===== src/rtl/fetch_stage.sv =====
// fetch_stage: RV32I instruction-fetch front end.
// Issues in-order fetches, tags them with their PC, buffers returned words
// in a small queue for decode, and discards stale work on EX redirects.
module fetch_stage #(
    parameter logic [31:0] RESET_PC = 32'h0000_0000,
    parameter int unsigned DEPTH    = 2
) (
    input  logic        CPU_CLK,
    input  logic        CPU_RST,
    output logic        imem_req_valid,
    input  logic        imem_req_ready,
    output logic [31:0] imem_req_addr,
    input  logic        imem_rsp_valid,
    input  logic [31:0] imem_rsp_data,
    input  logic        redirect_valid,
    input  logic [31:0] redirect_pc,
    output logic        id_valid,
    input  logic        id_ready,
    output logic [31:0] id_pc,
    output logic [31:0] id_instr
);
    localparam int unsigned PTR_W = $clog2(DEPTH);
    localparam int unsigned CNT_W = PTR_W + 1;
    localparam logic [CNT_W:0] DEPTH_OCC = (CNT_W + 1)'(DEPTH);

    // PC generator and in-flight tag FIFO
    logic [31:0]      r_pc;
    logic [31:0]      r_tag [DEPTH];
    logic [PTR_W-1:0] r_tag_wr;
    logic [PTR_W-1:0] r_tag_rd;
    logic [CNT_W-1:0] r_inflight;

    // Decode queue and stale-response drop counter
    logic [31:0]      r_q_pc    [DEPTH];
    logic [31:0]      r_q_instr [DEPTH];
    logic [PTR_W-1:0] r_q_wr;
    logic [PTR_W-1:0] r_q_rd;
    logic [CNT_W-1:0] r_count;
    logic [CNT_W-1:0] r_drop;

    logic [CNT_W:0]   w_occ;
    logic             w_fire;
    logic             w_rsp_keep;
    logic             w_q_pop;
    logic [CNT_W-1:0] w_inflight_nxt;

    // Dropped-but-outstanding fetches still count against occupancy, so the
    // queue always has room for every response that will actually be kept.
    assign w_occ          = {1'b0, r_inflight} + {1'b0, r_count};
    assign imem_req_valid = CPU_RST && !redirect_valid && (w_occ < DEPTH_OCC);
    assign imem_req_addr  = r_pc;
    assign w_fire         = imem_req_valid && imem_req_ready;
    assign w_rsp_keep     = imem_rsp_valid && (r_drop == '0) && !redirect_valid;
    assign w_q_pop        = id_valid && id_ready && !redirect_valid;
    assign w_inflight_nxt = r_inflight + CNT_W'(w_fire) - CNT_W'(imem_rsp_valid);

    // Decode sees queue registers only; nothing from imem_rsp reaches id_*.
    assign id_valid = (r_count != '0);
    assign id_pc    = r_q_pc[r_q_rd];
    assign id_instr = r_q_instr[r_q_rd];

    // PC advance / redirect, tag FIFO push on fire, pop on every response
    always_ff @(posedge CPU_CLK or negedge CPU_RST) begin
        if (!CPU_RST) begin
            r_pc       <= RESET_PC;
            r_tag_wr   <= '0;
            r_tag_rd   <= '0;
            r_inflight <= '0;
            for (int i = 0; i < int'(DEPTH); i++) r_tag[i] <= '0;
        end else begin
            if (redirect_valid)
                r_pc <= {redirect_pc[31:2], 2'b00};
            else if (w_fire)
                r_pc <= r_pc + 32'd4;
            if (w_fire) begin
                r_tag[r_tag_wr] <= r_pc;
                r_tag_wr        <= r_tag_wr + PTR_W'(1);
            end
            // Stale tags stay in the FIFO and drain with their responses.
            if (imem_rsp_valid)
                r_tag_rd <= r_tag_rd + PTR_W'(1);
            r_inflight <= w_inflight_nxt;
        end
    end

    // Decode queue push/pop, flush on redirect, stale-response accounting
    always_ff @(posedge CPU_CLK or negedge CPU_RST) begin
        if (!CPU_RST) begin
            r_q_wr  <= '0;
            r_q_rd  <= '0;
            r_count <= '0;
            r_drop  <= '0;
            for (int i = 0; i < int'(DEPTH); i++) begin
                r_q_pc[i]    <= '0;
                r_q_instr[i] <= '0;
            end
        end else if (redirect_valid) begin
            r_q_wr  <= '0;
            r_q_rd  <= '0;
            r_count <= '0;
            // Everything still outstanding after this edge is stale; a
            // response landing in the redirect cycle is already excluded.
            r_drop  <= w_inflight_nxt;
        end else begin
            if (w_rsp_keep) begin
                r_q_pc[r_q_wr]    <= r_tag[r_tag_rd];
                r_q_instr[r_q_wr] <= imem_rsp_data;
                r_q_wr            <= r_q_wr + PTR_W'(1);
            end
            if (w_q_pop)
                r_q_rd <= r_q_rd + PTR_W'(1);
            r_count <= r_count + CNT_W'(w_rsp_keep) - CNT_W'(w_q_pop);
            if (imem_rsp_valid && (r_drop != '0))
                r_drop <= r_drop - CNT_W'(1);
        end
    end

    a_no_overflow: assert property (@(posedge CPU_CLK) disable iff (!CPU_RST)
        !(w_rsp_keep && !w_q_pop && (r_count == CNT_W'(DEPTH))));
    a_occ_bound: assert property (@(posedge CPU_CLK) disable iff (!CPU_RST)
        w_occ <= DEPTH_OCC);

endmodule


===== config.mk =====
export PLATFORM = sky130hd
export DESIGN_NAME = fetch_stage
export DESIGN_NICKNAME = d
export VERILOG_FILES = /design/src/rtl/fetch_stage.sv
export SDC_FILE = /design/constraint.sdc
export NUM_CORES = 1
export LEC_CHECK = 0
export CAP_MARGIN = 20
export CORE_MARGIN = 10
export CORE_UTILIZATION = 30
export DETAILED_ROUTE_END_ITERATION = 8
export SYNTH_ARGS = -nofsm -noshare
export SYNTH_HDL_FRONTEND = slang
export SYNTH_SLANG_ARGS = --single-unit

===== constraint.sdc =====
create_clock -name CPU_CLK -period 6.8 [get_ports CPU_CLK]
set_input_delay 1.36 -clock CPU_CLK [delete_from_list [all_inputs] [get_ports CPU_CLK]]
set_output_delay 1.36 -clock CPU_CLK [all_outputs]
set_load 0.1 [all_outputs]

## After elaboration in Yosys (flattened, before gate mapping)

Cells that the tools add are included.

- Register bits: 234
- Latch bits: 0
- RAM bits: 0
- Memory bits (read-only): 0
- Bits of input ports: 70
- Output and inout bits: 98
- Logic and storage cells: 81
- Memories: 0

- $add $sub $neg: 11
- Multiply operators: 0
- Div/mod/pow operators: 0
- Magnitude comparators: 7
- Eq/ne operators: 0
- Shift operators: 0
- Mux-type cells: 25
- Bitwise operators: 5
- Reduce and logical (&&, ||, !) cells: 19

Operators by type and width:

| cell | number |
|---|---|
| 2-to-1 mux 32 bit | 13 |
| bitwise mux 64 bit | 3 |
| demux 32 bit (select 1 bit) | 2 |
| adder 32 x 3 -> 32 bit (second input constant) | 1 |
| nonzero test 2 bit | 6 |
| logical AND 1 bit | 10 |
| greater-or-equal comparator 2 bit (second input constant) | 4 |
| inverter 1 -> 2 bit | 4 |
| 2-to-1 mux 2 bit | 3 |
| adder 1 bit (second input constant) | 4 |
| adder 2 x 1 -> 2 bit | 2 |
| less-than comparator 2 x 1 -> 1 bit (second input constant) | 2 |
| 2-to-1 mux 1 bit | 4 |
| subtractor 2 x 1 -> 2 bit | 2 |
| adder 2 x 2 -> 3 bit | 1 |
| less-than comparator 3 x 2 -> 1 bit (second input constant) | 1 |
| logical NOT 2 bit | 1 |
| AND reduction 2 bit | 1 |
| subtractor 2 x 1 -> 2 bit (second input constant) | 1 |
| logical NOT 1 bit | 1 |
| inverter 1 bit | 1 |

## Longest topological paths before layout

Gate-level depths: netlist of run 1.

- Word-level depth: 7
- Gate-level depth with buffers: 12
- Gate-level depth less buffers: 12

## Worst setup path after synthesis of run 1

No wires, ideal clock.

- Kind: input to output
- From: input redirect_valid
- To: output imem_req_valid
- Arrival time: 4.900 ns
- Data required time: 5.440 ns
- Path slack: 0.540 ns
- Stages: 3
- Buffers on the path: 2
- Path through: buf_2 clkbuf_1 nor4b_1

- Word-level cells in the longest chain between the ends: 3

RTL lines:

| item | line | RTL |
|---|---|---|
| start, declared | 15 | `input logic redirect_valid,` |
| logical NOT 1 bit | 50 | `assign imem_req_valid = CPU_RST && !redirect_valid && (w_occ < DEPTH_OCC);` |
| logical AND 1 bit (2 in series) | 50 |  |
| end, declared | 10 | `output logic imem_req_valid,` |

No other way between the ends.

## Worst setup path in the final report of run 1

- From: register r_q_rd
- To: output id_instr[12]

- Word-level cells in the longest chain between the ends: 4

RTL lines:

| item | line | RTL |
|---|---|---|
| start, declared | 37 | `logic [PTR_W-1:0] r_q_rd;` |
| start signal, assigned | 111 | `r_q_rd <= r_q_rd + PTR_W'(1);` |
| inverter 1 -> 2 bit (implied by the code) | 60 | `assign id_instr = r_q_instr[r_q_rd];` |
| 2-to-1 mux 32 bit (implied by the code) (3 in series) | 60 |  |
| end, declared | 20 | `output logic [31:0] id_instr` |

No other way between the ends. The select of a mux whose other input is x is not followed.

==> flow_summary.yaml, run 1 <==
clocking:
  cts-buffers-inserted: 26
  path_clk_slew_ns: 0.06
  clock-sinks: 224
  cts_buffer_depth: 3
  hold_buffers: 0
  cts_tree: "done"
  clk_latency_ns: 0.52
  clockRootBuffer: "clkbuf_16"
  post_cts_buffers: 0
  cts_resized: 0
  htreeDepth: 1
global_route:
  overflow: 0
  grt_pass1_wl_um: 39800
  grt_max_degree: 74
  grt_pass1_vias: 6818
  antenna_found_initial: 1
  grt_use_total: 0.120
synth:
  yosysWarnings: 0
  yosys_register_bits: 224
  ys_types: 45
  synth_edf_count: 0
  avgSynthCellArea_um2: 12.3
  synth_top_area_frac: 0.556
  synthTopCellsByArea: "dfrtp_1 (56%), mux2_2 (20%), mux2i_1 (3.1%), nand2_1 (2.8%), o21ai_0 (2.5%)"
  synth-main-ff-cell: "dfrtp_1"
  synth.largest_area_cell: "dfrtp_1"
  ys_seq_area_frac: 0.556
  syn_area_um2: 10100
  synthArstFlopShare: 1.00
  synthCells: 816
worst_hold_path:
  min_path_type: "reg -> reg"
pwr:
  switching_share: 0.462
  switching_power_mw: 3.33
  p_clk_frac: 0.201
  combPwrFrac: 0.494
  power.density_nw_per_um2: 555
  internal_power_mw: 3.88
  p_leak_nw: 5.59
  vdd_ir_drop_max_mv: 0.297
  sequentialPowerShare: 0.305
place:
  postPlaceCellArea_um2: 12100
  pre_cts_ws_ns: 2.06
  dpl.hpwl_um: 16800
  gp_congestion: 0.717
  io_buffers: 161
  placed_cells: 1385
route:
  drtIter0Drc: 232
  ant_nets: 0
  wire_per_inst_um: 17.5
  dr.pass1.iters: 4
  vias_per_cell: 4.56
  vias: 6532
  wl_um: 25000
  drc_errors: 0
timing:
  finalSetupTns_ns: 0
  min_period_over_period: 0.706
  skew_ns: 0.0158
  maxSlewViolCount: 0
  period_minus_slack_ns: 4.80
  finalHoldViolCount: 0
  rsz0062_at_grt: "false"
  worstMarginPinSlew_ns: 1.14
  setup_slack_ns: 2.00
  finalSetupViolations: 0
  max_slew_margin: 0.238
  max_freq_mhz: 208
outcome:
  status: "completed"
final_layout:
  finalNonFillerCells: 1431
  seq_area_um2: 5610
  area_growth_pct: 28.9
  multi_input_area_um2: 4200
  drive_above_1_share: 0.252
  final_core_util: 0.389
  nets: 1042
  final_common_cell: "dfrtp_1"
  fillers: 3295
  design_area_um2: 13000
  final_cell_mix: "dfrtp_1 (222), mux2_2 (176), clkdlybuf4s50_1 (159)"
die:
  start_util: 0.302
  pin_count: 168
  rows: 67
  coreArea_um2: 33400
  die-area_um2: 41300
  die-height_um: 203
  die_w_um: 203
run:
  cap_viol_max_count: 0
setup_path:
  crit_fanout: 34
  startpoint_type: "register"
  path_class: "reg -> out"
  endpoint_kind: "primary output"
  critical_path_arrival_ns: 3.44
  required_ns: 5.44
==> state kept, by name, indices dropped and copies added (netlist names) <==
signal / count
imem_req_addr: 30
r_count: 2
r_drop: 2
r_inflight: 2
r_q_instr: 64
r_q_pc: 60
r_q_rd: 1
r_q_wr: 1
r_tag: 60
r_tag_rd: 1
r_tag_wr: 1
==> routing by layer <==
| metal | global-route usage | share of wire | up-vias |
|---|---|---|---|
| li1 | - | - | 3142 |
| met5 | 0 | 0 | - |
| met2 | 0.189 | 0.46 | 151 |
| met1 | 0.163 | 0.46 | 3210 |
| met3 | 0.0282 | 0.066 | 29 |
| met4 | 0.0258 | 0.016 | 0 |
==> Yosys cell counts, drive strengths merged (5+ instances only) <==
library cell  instances
ha                    6
buf                  39
a21oi                31
mux2i                31
and3                  5
nand2                75
xor2                 21
xnor2                 7
mux2                185
and2                  6
nand4                12
o21ai                60
nor2                 44
clkbuf               13
inv                   7
dfrtp               224
nand3                16
nor2b                10
==> area by class of cell <==
class | count | area share
clock buffer | 39 | 0.0617
multi-input combinational | 536 | 0.324
inverter | 7 | 0.00202
antenna | 1 | 0.000193
tap | 448 | 0.0432
clock inverter | 6 | 0.00810
sequential | 224 | 0.432
timing repair buffer | 170 | 0.129
==> worst max-delay path: stages (launching register included) <==
cell	delay [ns]
dfrtp_2	0.92
buf_4	0.58
mux2_2	0.26
clkdlybuf4s50_1	1.16
==> final timing paths <==
path | start | to | slack, ns | cells after the start
max reg2reg | r_count[0]$_DFF_PN0_ | r_tag[36]$_DFFE_PN0P_ | 3.73 | 7
max in group asynchronous | CPU_RST | r_q_pc[56]$_DFFE_PN0P_ | 4.18 | 3
max | r_q_rd$_DFFE_PN0P_ | id_instr[12] | 2.00 | 3
min | r_q_pc[24]$_DFFE_PN0P_ | r_q_pc[24]$_DFFE_PN0P_ | 0.47 | 2
min reg2reg | r_q_pc[24]$_DFFE_PN0P_ | r_q_pc[24]$_DFFE_PN0P_ | 0.47 | 2
min in group asynchronous | CPU_RST | r_q_instr[16]$_DFFE_PN0P_ | 0.71 | 1
==> power groups by stage <==
stage	clock (mW)	sequential [mW]	combinational, mW
3_3_place_gp	0	2.20	3.58
6_report	1.45	2.20	3.57
5_1_grt	1.56	2.28	3.75
2_1_floorplan	0	2.20	2.81
3_5_place_dp	0	2.23	3.60
4_1_cts	1.49	2.21	3.62
==> through the flow <==
step	hold WS (ns)	total power, mW
2_1_floorplan	0.444	5.00
6_report	0.472	7.21
5_1_grt	0.499	7.58
4_1_cts	0.479	7.31
3_5_place_dp	0.465	5.83
3_3_place_gp	0.456	5.78
==> logic make-up (layout without fill, tap and decap cells) <==
kind of cell / Yosys count / in the layout / share of synthesized area
AOI/OAI and AO/OA: 98 / 98 / 0.0514
xor gates and xnor gates: 28 / 28 / 0.0243
adders and majority gates: 7 / 7 / 0.00944
buffers and inverters: 59 / 222 / 0.0298
DFF: 224 / 224 / 0.556
muxes: 216 / 216 / 0.238
other: 1 / 5 / 0.000372
and+or+nand+nor: 183 / 183 / 0.0907
No activity file was read; power rests on OpenSTA's default activity.
==> inputs of run 2 (changes only) <==
==> constraint.sdc (replaced) <==
create_clock -name CPU_CLK -period 4.8 [get_ports CPU_CLK]
set_input_delay 0.96 -clock CPU_CLK [delete_from_list [all_inputs] [get_ports CPU_CLK]]
set_output_delay 0.96 -clock CPU_CLK [all_outputs]
set_load 0.1 [all_outputs]
==> run 2 against run 1 <==
Total power grew 42%. Sequential power grew 39%. Flip-flop and latch count is the same. Sequential share of layout area shrank 0.22 points. Critical path type unchanged. Critical endpoint is now id_instr[1].
==> flow_summary.yaml, run 2 (synthesis gave the netlist of run 1 again) <==
global_route:
  grt_max_degree: 74
  grt_pass1_wl_um: 40700
  overflow: 0
  antenna_found_initial: 0
  grt_use_total: 0.121
  grt_pass1_vias: 7002
final_layout:
  fillers: 3297
  seq_area_um2: 5610
  final_cell_mix: "dfrtp_1 (222), mux2_2 (176), clkdlybuf4s50_1 (152)"
  top_regs: "r_q_instr: 64 flops, r_q_pc: 60 flops, r_tag: 60 flops"
  area_growth_pct: 29.5
  largest_reg_flops: 64
  design_area_um2: 13000
  drive_above_1_share: 0.266
  final_common_cell: "dfrtp_1"
  nets: 1046
  largest-register: "r_q_instr"
  multi_input_area_um2: 4210
  num_antenna_cells: 0
clocking:
  cts_resized: 0
  clk_latency_ns: 0.53
  hold_buffers: 0
  post_cts_buffers: 0
  path_clk_slew_ns: 0.06
  clock-sinks: 224
  htreeDepth: 1
  cts-buffers-inserted: 26
  cts_tree: "done"
  cts_buffer_depth: 3
  clockRootBuffer: "clkbuf_16"
timing:
  period_minus_slack_ns: 3.89
  maxSlewViolCount: 0
  worstMarginPinSlew_ns: 1.05
  finalHoldViolCount: 0
  finalSetupTns_ns: 0
  setup_slack_ns: 0.906
  skew_ns: 0.0185
  rsz0062_at_grt: "false"
  max_freq_mhz: 257
  finalSetupViolations: 0
  max_slew_margin: 0.297
  whs_ns: 0.354
  min_period_over_period: 0.811
pwr:
  p_total_mw: 10.3
  p_leak_nw: 5.64
  vdd_ir_drop_max_mv: 0.510
  power.density_nw_per_um2: 787
route:
  vias: 6632
  wire_per_inst_um: 17.5
  drtIter0Drc: 187
  vias_per_cell: 4.62
  dr.pass1.iters: 5
  drc_errors: 0
  ant_nets: 0
  wl_um: 25100
setup_path:
  rr_endpoint: "r_tag[46]$_DFFE_PN0P_"
  path_class: "reg -> out"
  ff2ff_path_depth: 8
  r2r_slack_ns: 1.66
  critical_path_arrival_ns: 2.93
  r2r-start: "r_count[0]$_DFF_PN0_"
  crit_fanout: 48
  startpoint_type: "register"
  endpoint_kind: "primary output"
  required_ns: 3.84
die:
  die_w_um: 203
  die-height_um: 203
  die-area_um2: 41300
  rows: 67
  pin_count: 168
  coreArea_um2: 33400
  start_util: 0.302
outcome:
  status: "completed"
worst_hold_path:
  min_path_type: "in -> async"
place:
  io_buffers: 161
  pre_cts_ws_ns: 1.27
  postPlaceCellArea_um2: 12100
  dpl.hpwl_um: 17000
  gp_congestion: 0.741
run:
  cap_viol_max_count: 0
-- run 2: final cells by class --
| class | count | area share |
|---|---|---|
| clock buffers | 40 | 0.0632 |
| clock inverters | 8 | 0.00901 |
| inverters | 7 | 0.00201 |
| multi-input cells | 536 | 0.322 |
| flip-flops and latches | 224 | 0.430 |
| well taps | 448 | 0.0430 |
| repair buffers | 174 | 0.131 |
-- run 2: how the worst max path moves through the flow --
| stage | slack, ns | startpoint | depth (start not counted) | end |
|---|---|---|---|---|
| CTS | 0.81 | r_q_rd$_DFFE_PN0P_ | 3 | id_instr[1] |
| finish | 0.91 | r_q_rd$_DFFE_PN0P_ | 3 | id_instr[1] |
| global route | 0.78 | r_q_rd$_DFFE_PN0P_ | 3 | id_instr[25] |
| global placement | 1.31 | imem_req_ready | 7 | r_tag[48]$_DFFE_PN0P_ |
| detailed placement | 1.27 | imem_req_ready | 7 | r_tag[46]$_DFFE_PN0P_ |
| floorplan | 0.75 | redirect_valid | 3 | imem_req_valid |
-- run 2: critical path, cell delays in order (launching register included) --
cell             delay (ns)
dfrtp_2                0.65
buf_12                 0.36
mux2_2                 0.23
clkdlybuf4s50_1        1.14
-- run 2: per-stage QoR --
stage / instances / utilization
final: 1437 / 0.391
after floorplan: 819 / -
after global routing: 1437 / 0.391
after CTS: 1437 / 0.391
after global placement: 1389 / 0.363
after detailed placement: 1389 / 0.363
-- run 2: report_power, final --
part | switching [mW] | internal, mW
combinational | 3.56 | 1.57
clock | 0.766 | 1.34
sequential | 0.417 | 2.63
-- run 2: routing by layer --
layer	vias to the layer above	track usage	wire, µm
met3	32	0.0335	1650
li1	3157	-	-
met4	0	0.0288	405
met5	-	0	0
met2	151	0.192	11300
met1	3292	0.162	11700
